<file path="src/rtl/icini_mul_sequencer_if.sv">
// Operand/result handshake bundle between the cipher datapath (master) and the ICINI sequencer (slave).
interface icini_mul_sequencer_if #(
  parameter int W = 3
);
  logic         in_valid;
  logic         in_ready;
  logic [W-1:0] in_a0;
  logic [W-1:0] in_a1;
  logic [W-1:0] in_b0;
  logic [W-1:0] in_b1;
  logic         out_valid;
  logic         out_ready;
  logic [W-1:0] out_c0;
  logic [W-1:0] out_c1;

  modport master (
    output in_valid, in_a0, in_a1, in_b0, in_b1, out_ready,
    input  in_ready, out_valid, out_c0, out_c1
  );

  modport slave (
    input  in_valid, in_a0, in_a1, in_b0, in_b1, out_ready,
    output in_ready, out_valid, out_c0, out_c1
  );
endinterface

</file>
<file path="src/rtl/icini_mul_sequencer.sv">
// Sequences one 2-share masked ICINI multiplication: b shares + refresh bit, then a shares + mult bit,
// then captures the product shares. Latency accept->out_valid is 4 cycles; out_valid holds under backpressure.
module icini_mul_sequencer #(
  parameter int          W         = 3,
  parameter logic [15:0] SEED_INIT = 16'hACE1,
  parameter bit          PRECHARGE = 1'b1
) (
  input  logic                   clk,
  input  logic                   reset,
  icini_mul_sequencer_if.slave   bus,
  input  logic                   seed_we,
  input  logic [15:0]            seed,
  output logic                   busy,
  output logic [W-1:0]           mul_a0,
  output logic [W-1:0]           mul_a1,
  output logic [W-1:0]           mul_b0,
  output logic [W-1:0]           mul_b1,
  output logic                   mul_rref,
  output logic                   mul_rmul,
  input  logic [W-1:0]           mul_c0,
  input  logic [W-1:0]           mul_c1
);

  typedef enum logic [2:0] {
    S_IDLE,
    S_LOAD_B,
    S_MULT,
    S_CAPTURE,
    S_OUT,
    S_CLEAR
  } state_t;

  state_t       state_q, state_d;
  logic [15:0]  lfsr_q, lfsr_d;
  logic [W-1:0] a0_q, a0_d, a1_q, a1_d;
  logic [W-1:0] b0_q, b0_d, b1_q, b1_d;
  logic [W-1:0] c0_q, c0_d, c1_q, c1_d;

  // x^16+x^14+x^13+x^11+1, right-shifting Fibonacci form; bit 0 is the emitted random bit
  function automatic logic [15:0] lfsr_step(input logic [15:0] s);
    return {s[0] ^ s[2] ^ s[3] ^ s[5], s[15:1]};
  endfunction

  always_ff @(posedge clk or negedge reset) begin
    if (!reset) begin
      state_q <= S_IDLE;
      lfsr_q  <= SEED_INIT;
      a0_q    <= '0;
      a1_q    <= '0;
      b0_q    <= '0;
      b1_q    <= '0;
      c0_q    <= '0;
      c1_q    <= '0;
    end else begin
      state_q <= state_d;
      lfsr_q  <= lfsr_d;
      a0_q    <= a0_d;
      a1_q    <= a1_d;
      b0_q    <= b0_d;
      b1_q    <= b1_d;
      c0_q    <= c0_d;
      c1_q    <= c1_d;
    end
  end

  always_comb begin
    state_d       = state_q;
    lfsr_d        = lfsr_q;
    a0_d          = a0_q;
    a1_d          = a1_q;
    b0_d          = b0_q;
    b1_d          = b1_q;
    c0_d          = c0_q;
    c1_d          = c1_q;
    bus.in_ready  = 1'b0;
    bus.out_valid = 1'b0;
    mul_a0        = '0;
    mul_a1        = '0;
    mul_b0        = '0;
    mul_b1        = '0;
    mul_rref      = 1'b0;
    mul_rmul      = 1'b0;

    unique case (state_q)
      S_IDLE: begin
        bus.in_ready = 1'b1;
        if (seed_we && (seed != 16'h0000)) begin
          lfsr_d = seed;
        end
        if (bus.in_valid) begin
          a0_d    = bus.in_a0;
          a1_d    = bus.in_a1;
          b0_d    = bus.in_b0;
          b1_d    = bus.in_b1;
          state_d = S_LOAD_B;
        end
      end
      S_LOAD_B: begin
        mul_b0   = b0_q;
        mul_b1   = b1_q;
        mul_rref = lfsr_q[0];
        lfsr_d   = lfsr_step(lfsr_q);
        state_d  = S_MULT;
      end
      S_MULT: begin
        mul_a0   = a0_q;
        mul_a1   = a1_q;
        mul_rmul = lfsr_q[0];
        lfsr_d   = lfsr_step(lfsr_q);
        // operand shares must not linger once the multiplier has consumed them
        a0_d     = '0;
        a1_d     = '0;
        b0_d     = '0;
        b1_d     = '0;
        state_d  = S_CAPTURE;
      end
      S_CAPTURE: begin
        c0_d    = mul_c0;
        c1_d    = mul_c1;
        state_d = S_OUT;
      end
      S_OUT: begin
        bus.out_valid = 1'b1;
        if (bus.out_ready) begin
          c0_d    = '0;
          c1_d    = '0;
          state_d = PRECHARGE ? S_CLEAR : S_IDLE;
        end
      end
      S_CLEAR: begin
        state_d = S_IDLE;
      end
      default: begin
        state_d = S_IDLE;
      end
    endcase
  end

  assign busy       = (state_q != S_IDLE);
  assign bus.out_c0 = c0_q;
  assign bus.out_c1 = c1_q;

endmodule

</file>
<file path="src/flat_wrapper.sv">
// flat-port wrapper written by rule: the top's interface ports become plain ports
module icini_mul_sequencer_flat 
#(
  parameter int          W         = 3,
  parameter logic [15:0] SEED_INIT = 16'hACE1,
  parameter bit          PRECHARGE = 1'b1
)
  (clk, reset, seed_we, seed, busy, mul_a0, mul_a1, mul_b0, mul_b1, mul_rref, mul_rmul, mul_c0, mul_c1, bus_in_valid, bus_in_a0, bus_in_a1, bus_in_b0, bus_in_b1, bus_out_ready, bus_in_ready, bus_out_valid, bus_out_c0, bus_out_c1);
  icini_mul_sequencer_if #(.W(W)) bus_i ();
  input  logic clk;
  input  logic reset;
  input  logic seed_we;
  input  logic [15:0] seed;
  output logic busy;
  output logic [W-1:0] mul_a0;
  output logic [W-1:0] mul_a1;
  output logic [W-1:0] mul_b0;
  output logic [W-1:0] mul_b1;
  output logic mul_rref;
  output logic mul_rmul;
  input  logic [W-1:0] mul_c0;
  input  logic [W-1:0] mul_c1;
  input wire logic [$bits(bus_i.in_valid)-1:0] bus_in_valid;
  input wire logic [$bits(bus_i.in_a0)-1:0] bus_in_a0;
  input wire logic [$bits(bus_i.in_a1)-1:0] bus_in_a1;
  input wire logic [$bits(bus_i.in_b0)-1:0] bus_in_b0;
  input wire logic [$bits(bus_i.in_b1)-1:0] bus_in_b1;
  input wire logic [$bits(bus_i.out_ready)-1:0] bus_out_ready;
  output wire logic [$bits(bus_i.in_ready)-1:0] bus_in_ready;
  output wire logic [$bits(bus_i.out_valid)-1:0] bus_out_valid;
  output wire logic [$bits(bus_i.out_c0)-1:0] bus_out_c0;
  output wire logic [$bits(bus_i.out_c1)-1:0] bus_out_c1;
  assign bus_i.in_valid = bus_in_valid;
  assign bus_i.in_a0 = bus_in_a0;
  assign bus_i.in_a1 = bus_in_a1;
  assign bus_i.in_b0 = bus_in_b0;
  assign bus_i.in_b1 = bus_in_b1;
  assign bus_i.out_ready = bus_out_ready;
  assign bus_in_ready = bus_i.in_ready;
  assign bus_out_valid = bus_i.out_valid;
  assign bus_out_c0 = bus_i.out_c0;
  assign bus_out_c1 = bus_i.out_c1;
  icini_mul_sequencer #(.W(W), .SEED_INIT(SEED_INIT), .PRECHARGE(PRECHARGE)) u_core (.clk(clk), .reset(reset), .bus(bus_i), .seed_we(seed_we), .seed(seed), .busy(busy), .mul_a0(mul_a0), .mul_a1(mul_a1), .mul_b0(mul_b0), .mul_b1(mul_b1), .mul_rref(mul_rref), .mul_rmul(mul_rmul), .mul_c0(mul_c0), .mul_c1(mul_c1));
endmodule
</file>
<file path="config.mk">
export PLATFORM = sky130hd
export DESIGN_NAME = icini_mul_sequencer_flat
export DESIGN_NICKNAME = d
export VERILOG_FILES = /design/src/rtl/icini_mul_sequencer_if.sv /design/src/rtl/icini_mul_sequencer.sv /design/src/flat_wrapper.sv
export SDC_FILE = /design/constraint.sdc
export NUM_CORES = 1
export LEC_CHECK = 0
export CAP_MARGIN = 20
export CORE_UTILIZATION = 41
export DETAILED_ROUTE_END_ITERATION = 6
export PLACE_DENSITY_LB_ADDON = 0.3
export SLEW_MARGIN = 5
export SYNTH_ARGS = -nofsm -noshare
export SYNTH_HDL_FRONTEND = slang
export SYNTH_SLANG_ARGS = --single-unit
</file>
<file path="constraint.sdc">
create_clock -name clk -period 1.36 [get_ports clk]
set_input_delay 0.136 -clock clk [delete_from_list [all_inputs] [get_ports clk]]
set_output_delay 0.136 -clock clk [all_outputs]
set_load 0.03 [all_outputs]
</file>
# After elaboration in Yosys (flattened, before gate mapping)
# Cells that the tools add are included.
# totals
register_bits	37
latch_bits	0
mem_bits_rw	0
rom_bits	0
inputBits	39
output_inout_bits	23
wordCells	54
mem_count	0
# op_classes
n_addsub	0
multipliers	0
n_div	0
magnitude_cmp	0
n_eq_ne	7
n_shift	0
mux	24
bitwise_logic	3
reduce_logical	12
# op_table
operator	n
$pmux 3 s2	6
$mux 3	11
$pmux 16 s2	1
$mux 16	1
$reduce_bool 16->1	1
$pmux 3 s5	1
$reduce_and 2->1	4
$eq 3x2->1 const B	2
$reduce_bool 2->1	3
$mux 1	4
$ne 2x2->1 const B	2
$eq 3x1->1 const B	1
$eq 3x3->1 const B	1
$logic_not 3->1	1
$reduce_bool 3->1	1
$xor 1x1->1	3
$ne 2x1->1 const B	1
$reduce_or 2->1	1
$logic_and 1x1->1	1

# Logic depth before layout (Yosys ltp)
# depth
depth_word	4
depth_mapped	6
ltp_nobuf	4

# Worst setup path before layout
# OpenSTA, ideal clock, no wires.
# synth_timing
path_type	register to register
startpoint	register u_core.state_q[1]
endpoint	register u_core.state_q[2]
setup_time_ps	70
arrival_ps	1581
required_ps	1290
path_slack_ps	-290
stages_incl_launch_ff	4
path_buffers	1
period_less_slack_ps	1650
cell_sequence	dfrtp_1 > clkbuf_1 > nor3b_1 > nand2b_1
# synth_between
elab_chain_cells	3
elab_cells_between_ends	9
classes_between	eq/ne: 6; mux: 1; reduce/logical: 2
# synth_lines
item	line_no	rtl
from (decl)	icini_mul_sequencer.sv:33	state_t state_q, state_d;
from (signal assigned)	icini_mul_sequencer.sv:55	state_q <= state_d;
$eq 3x3->1 or $logic_not 3->1 (tied branches)	icini_mul_sequencer.sv:84	unique case (state_q)
$ne 2x2->1 (no line)	-	
$reduce_and 2->1 (no line)	-	
# Several ways; a longest one is shown, not always the timed one.
# A chain may end at the register's enable or synchronous reset.

# Final worst setup path
# layout_timing
startpoint	register u_core.state_q[1]
endpoint	output port mul_b1[1]
# layout_between
elab_chain_cells	2
# layout_lines
item	line_no	rtl
$eq 3x1->1	icini_mul_sequencer.sv:84	
$mux 3	icini_mul_sequencer.sv:84	
to (decl)	flat_wrapper.sv:18	output logic [W-1:0] mul_b1;
# Every way passes these cells.

==> out/results.tsv <==
metric	value	unit
reg2reg setup slack	-0.20	ns
CTS tree	done	
Final ANT Viol Nets	0	
global placement routability congestion	0.754	
number of synthesized flops with an enable pin	0	
initial antenna violation count	0	
Req. time, crit path	1.22	ns
r2r worst-path depth	8	
Setup Skew	0.0126	ns
final setup fails	46	
Sink Count	37	
element type at the critical path end	primary output	
post-synthesis register bit count	37	
clock transition at the registers of the reported paths	0.08	ns
Syn Nets	252	
first-pass GRT wire length	9570	um
Diodes inserted	0	
pwr dens	2810	nW/um2
Hold Fails Final Rpt	0	
Peak Freq	620	MHz
Worst-Skew Late Latency	0.31	ns
I/O Pins	62	
yosys warns	0	
minimum clock period	1.61	ns
drt initial violations	168	
Leakage	1.49	nW
post-DR vias/cell	5.74	
Cell variety after synth	31	
clock root buffer	clkbuf_8	
Primary FF master, synth	dfrtp_1	
most frequent cells after synthesis	nand2_1, dfrtp_1, o21ai_0	
final instance area	3710	um2
HP Class	primary input to register	
Pwr Total	10.4	mW
failing checks	setup timing	
CP Class	register to primary output	
Register Area	938	um2
reg2reg start	u_core.state_q[0]$_DFFE_PN0P_	
largest net degree at the start of global routing	38	
drt pass-1 iters	4	
status	finished, violations left	
number of global-route vias before repair	1991	
multi-input logic area	1360	um2
Post-DP Area	2570	um2
Via Count	2072	
top-area cell type share of the netlist area	0.394	
VDD IR max	1.50	mV
period utilisation layout	1.19	
most frequent cell after synthesis	nand2_1	
min-delay src	bus_in_b1[1]	
Synth Instances	213	
All-Layer GR Usage	0.251	
Post-route DRC	0	
Die Height	69.0	um
Mapped Area	1840	um2
hold path depth	3	
Setup TNS	-8.41	ns
DP Cell Count	328	
RSZ-0062 raised after global routing	true	
Area Overhead vs Synth	101	%
Seq/Total Area, Yosys	0.508	
maximum capacitance violations	0	
synth top area cells	dfrtp_1, dfstp_2, nand2_1, o21ai_0, a31oi_1	
hold endpoint	u_core.b1_q[1]$_DFFE_PN0P_	
Post-Layout Cell Count	361	
post-detailed-routing wire length	7140	um
Final WS setup	-0.252	ns
Starting Density	0.426	
num rows	24	
Filler cells	207	
worst-margin pin slew	0.472	ns
Async SR Flop Fraction	1.00	
biggest area consumer among synthesized cells	dfrtp_1	
CTS buffer count	5	
r2r endpoint	u_core.lfsr_q[14]$_DFFE_PN0P_	
Place WS	-0.404	ns
Remaining Overflow, GRT	0	
Critical Path AT	1.48	ns
Max Fanout on Critical Path	7	
Clock Tree Buf Depth	2	
H-Tree Depth	2	
max-slew violation count	0	
Wirelength per Cell	19.8	um
CORE AREA	4320	um2
IO Port Bufs	61	
Die Width	69.0	um
share of cells above drive strength 1	0.531	
Critical Path Source Type	register	
fin nets	347	
Die ar.	4770	um2
slew margin rel.	0.686	
Avg Cell Area, Syn	8.65	um2
HPWL Detailed	2990	um
critical path, cell delays in order (launching register included):
cell	delay, ns
dfrtp_1	0.42
buf_6	0.15
and2b_2	0.31
and2_4	0.18
buf_6	0.12
registers in the layout (all words and copies together), names as in the netlist:
signal / count
u_core.lfsr_q: 16
u_core.a0_q: 3
u_core.a1_q: 3
u_core.b0_q: 3
u_core.b1_q: 3
u_core.bus.out_c0: 3
u_core.bus.out_c1: 3
u_core.state_q: 3
layer usage:
metal / track usage / up-vias / share of wire
li1: - / 918 / -
met1: 0.313 / 1036 / 0.38
met2: 0.430 / 102 / 0.54
met3: 0.0570 / 16 / 0.055
met4: 0.0816 / 0 / 0.018
met5: 0 / - / 0
report_power, final:
group	internal, mW	total [mW]	switching (mW)
combinational	3.67	7.20	3.53
clock	0.550	1.02	0.469
sequential	1.70	2.22	0.522
total	5.92	10.4	4.53
layout by cell type (no fill, tap or decap), types with 2 or more instances in the layout:
cell type,synthesis,routed
a21oi_1,6,2
a21oi_2,0,4
a31oi_4,0,16
and2_4,0,9
and3_4,0,6
buf_12,0,8
buf_16,0,5
buf_4,1,15
buf_6,2,27
buf_8,1,3
clkbuf_8,0,5
clkdlybuf4s50_1,0,37
dfrtp_1,29,27
dfrtp_2,0,2
dfstp_2,8,8
dlygate4sd2_1,0,6
nand2_1,44,28
nand2_2,0,14
nand2_4,0,2
nor2_1,25,9
nor2_2,0,4
nor2_4,0,12
nor4_1,4,3
o21ai_0,27,2
o21ai_1,1,20
o21ai_2,0,6
o22ai_1,6,2
o22ai_2,0,4
xnor2_1,2,2
timing repair:
item | in CTS | in global routing
endpoints found under the setup margin | 50 | 52
setup buffers | 10 | 11
resized for setup | 74 | 111
gates cloned | 6 | 1
hold buffers | 1 | 0
pin swaps | 12 | 25
hold endpoints to repair | 29 | 0
cell families after synthesis:
logic type / count (synthesis) / synth area share
xor gates and xnor gates: 4 / 0.0190
and+or+nand+nor: 97 / 0.244
DFF: 37 / 0.508
AOI/OAI and AO/OA: 57 / 0.172
buffers and inverters: 18 / 0.0577
per-stage QoR:
stage / hold slack [ns] / utilization
after floorplan: -0.160 / -
after global placement: 0.204 / 0.594
after detailed placement: 0.210 / 0.594
after CTS: 0.386 / 0.742
after global routing: 0.411 / 0.858
final: 0.387 / 0.858
final cells by class:
type                    instances  share of cell area
multi-input cells             158               0.367
clock inverters                 3              0.0125
clock buffers                   5              0.0185
well taps                      52              0.0175
flip-flops and latches         37               0.253
inverters                       2             0.00202
repair buffers                104               0.330
how the worst max path moves through the flow:
stage	startpoint	endpoint	slack, ns	cells past startpoint
2_1_floorplan	u_core.state_q[0]$_DFFE_PN0P_	u_core.lfsr_q[9]$_DFFE_PN0P_	-0.19	6
3_3_place_gp	seed[11]	u_core.lfsr_q[5]$_DFFE_PN1P_	-0.34	6
3_5_place_dp	seed[11]	u_core.lfsr_q[11]$_DFFE_PN1P_	-0.40	6
4_1_cts	u_core.state_q[0]$_DFFE_PN0P_	mul_b0[2]	-0.21	4
5_1_grt	u_core.state_q[1]$_DFFE_PN0P_	mul_b1[1]	-0.27	4
6_report	u_core.state_q[1]$_DFFE_PN0P_	mul_b1[1]	-0.25	4
Note: power is estimated with default switching activity, not from simulation.
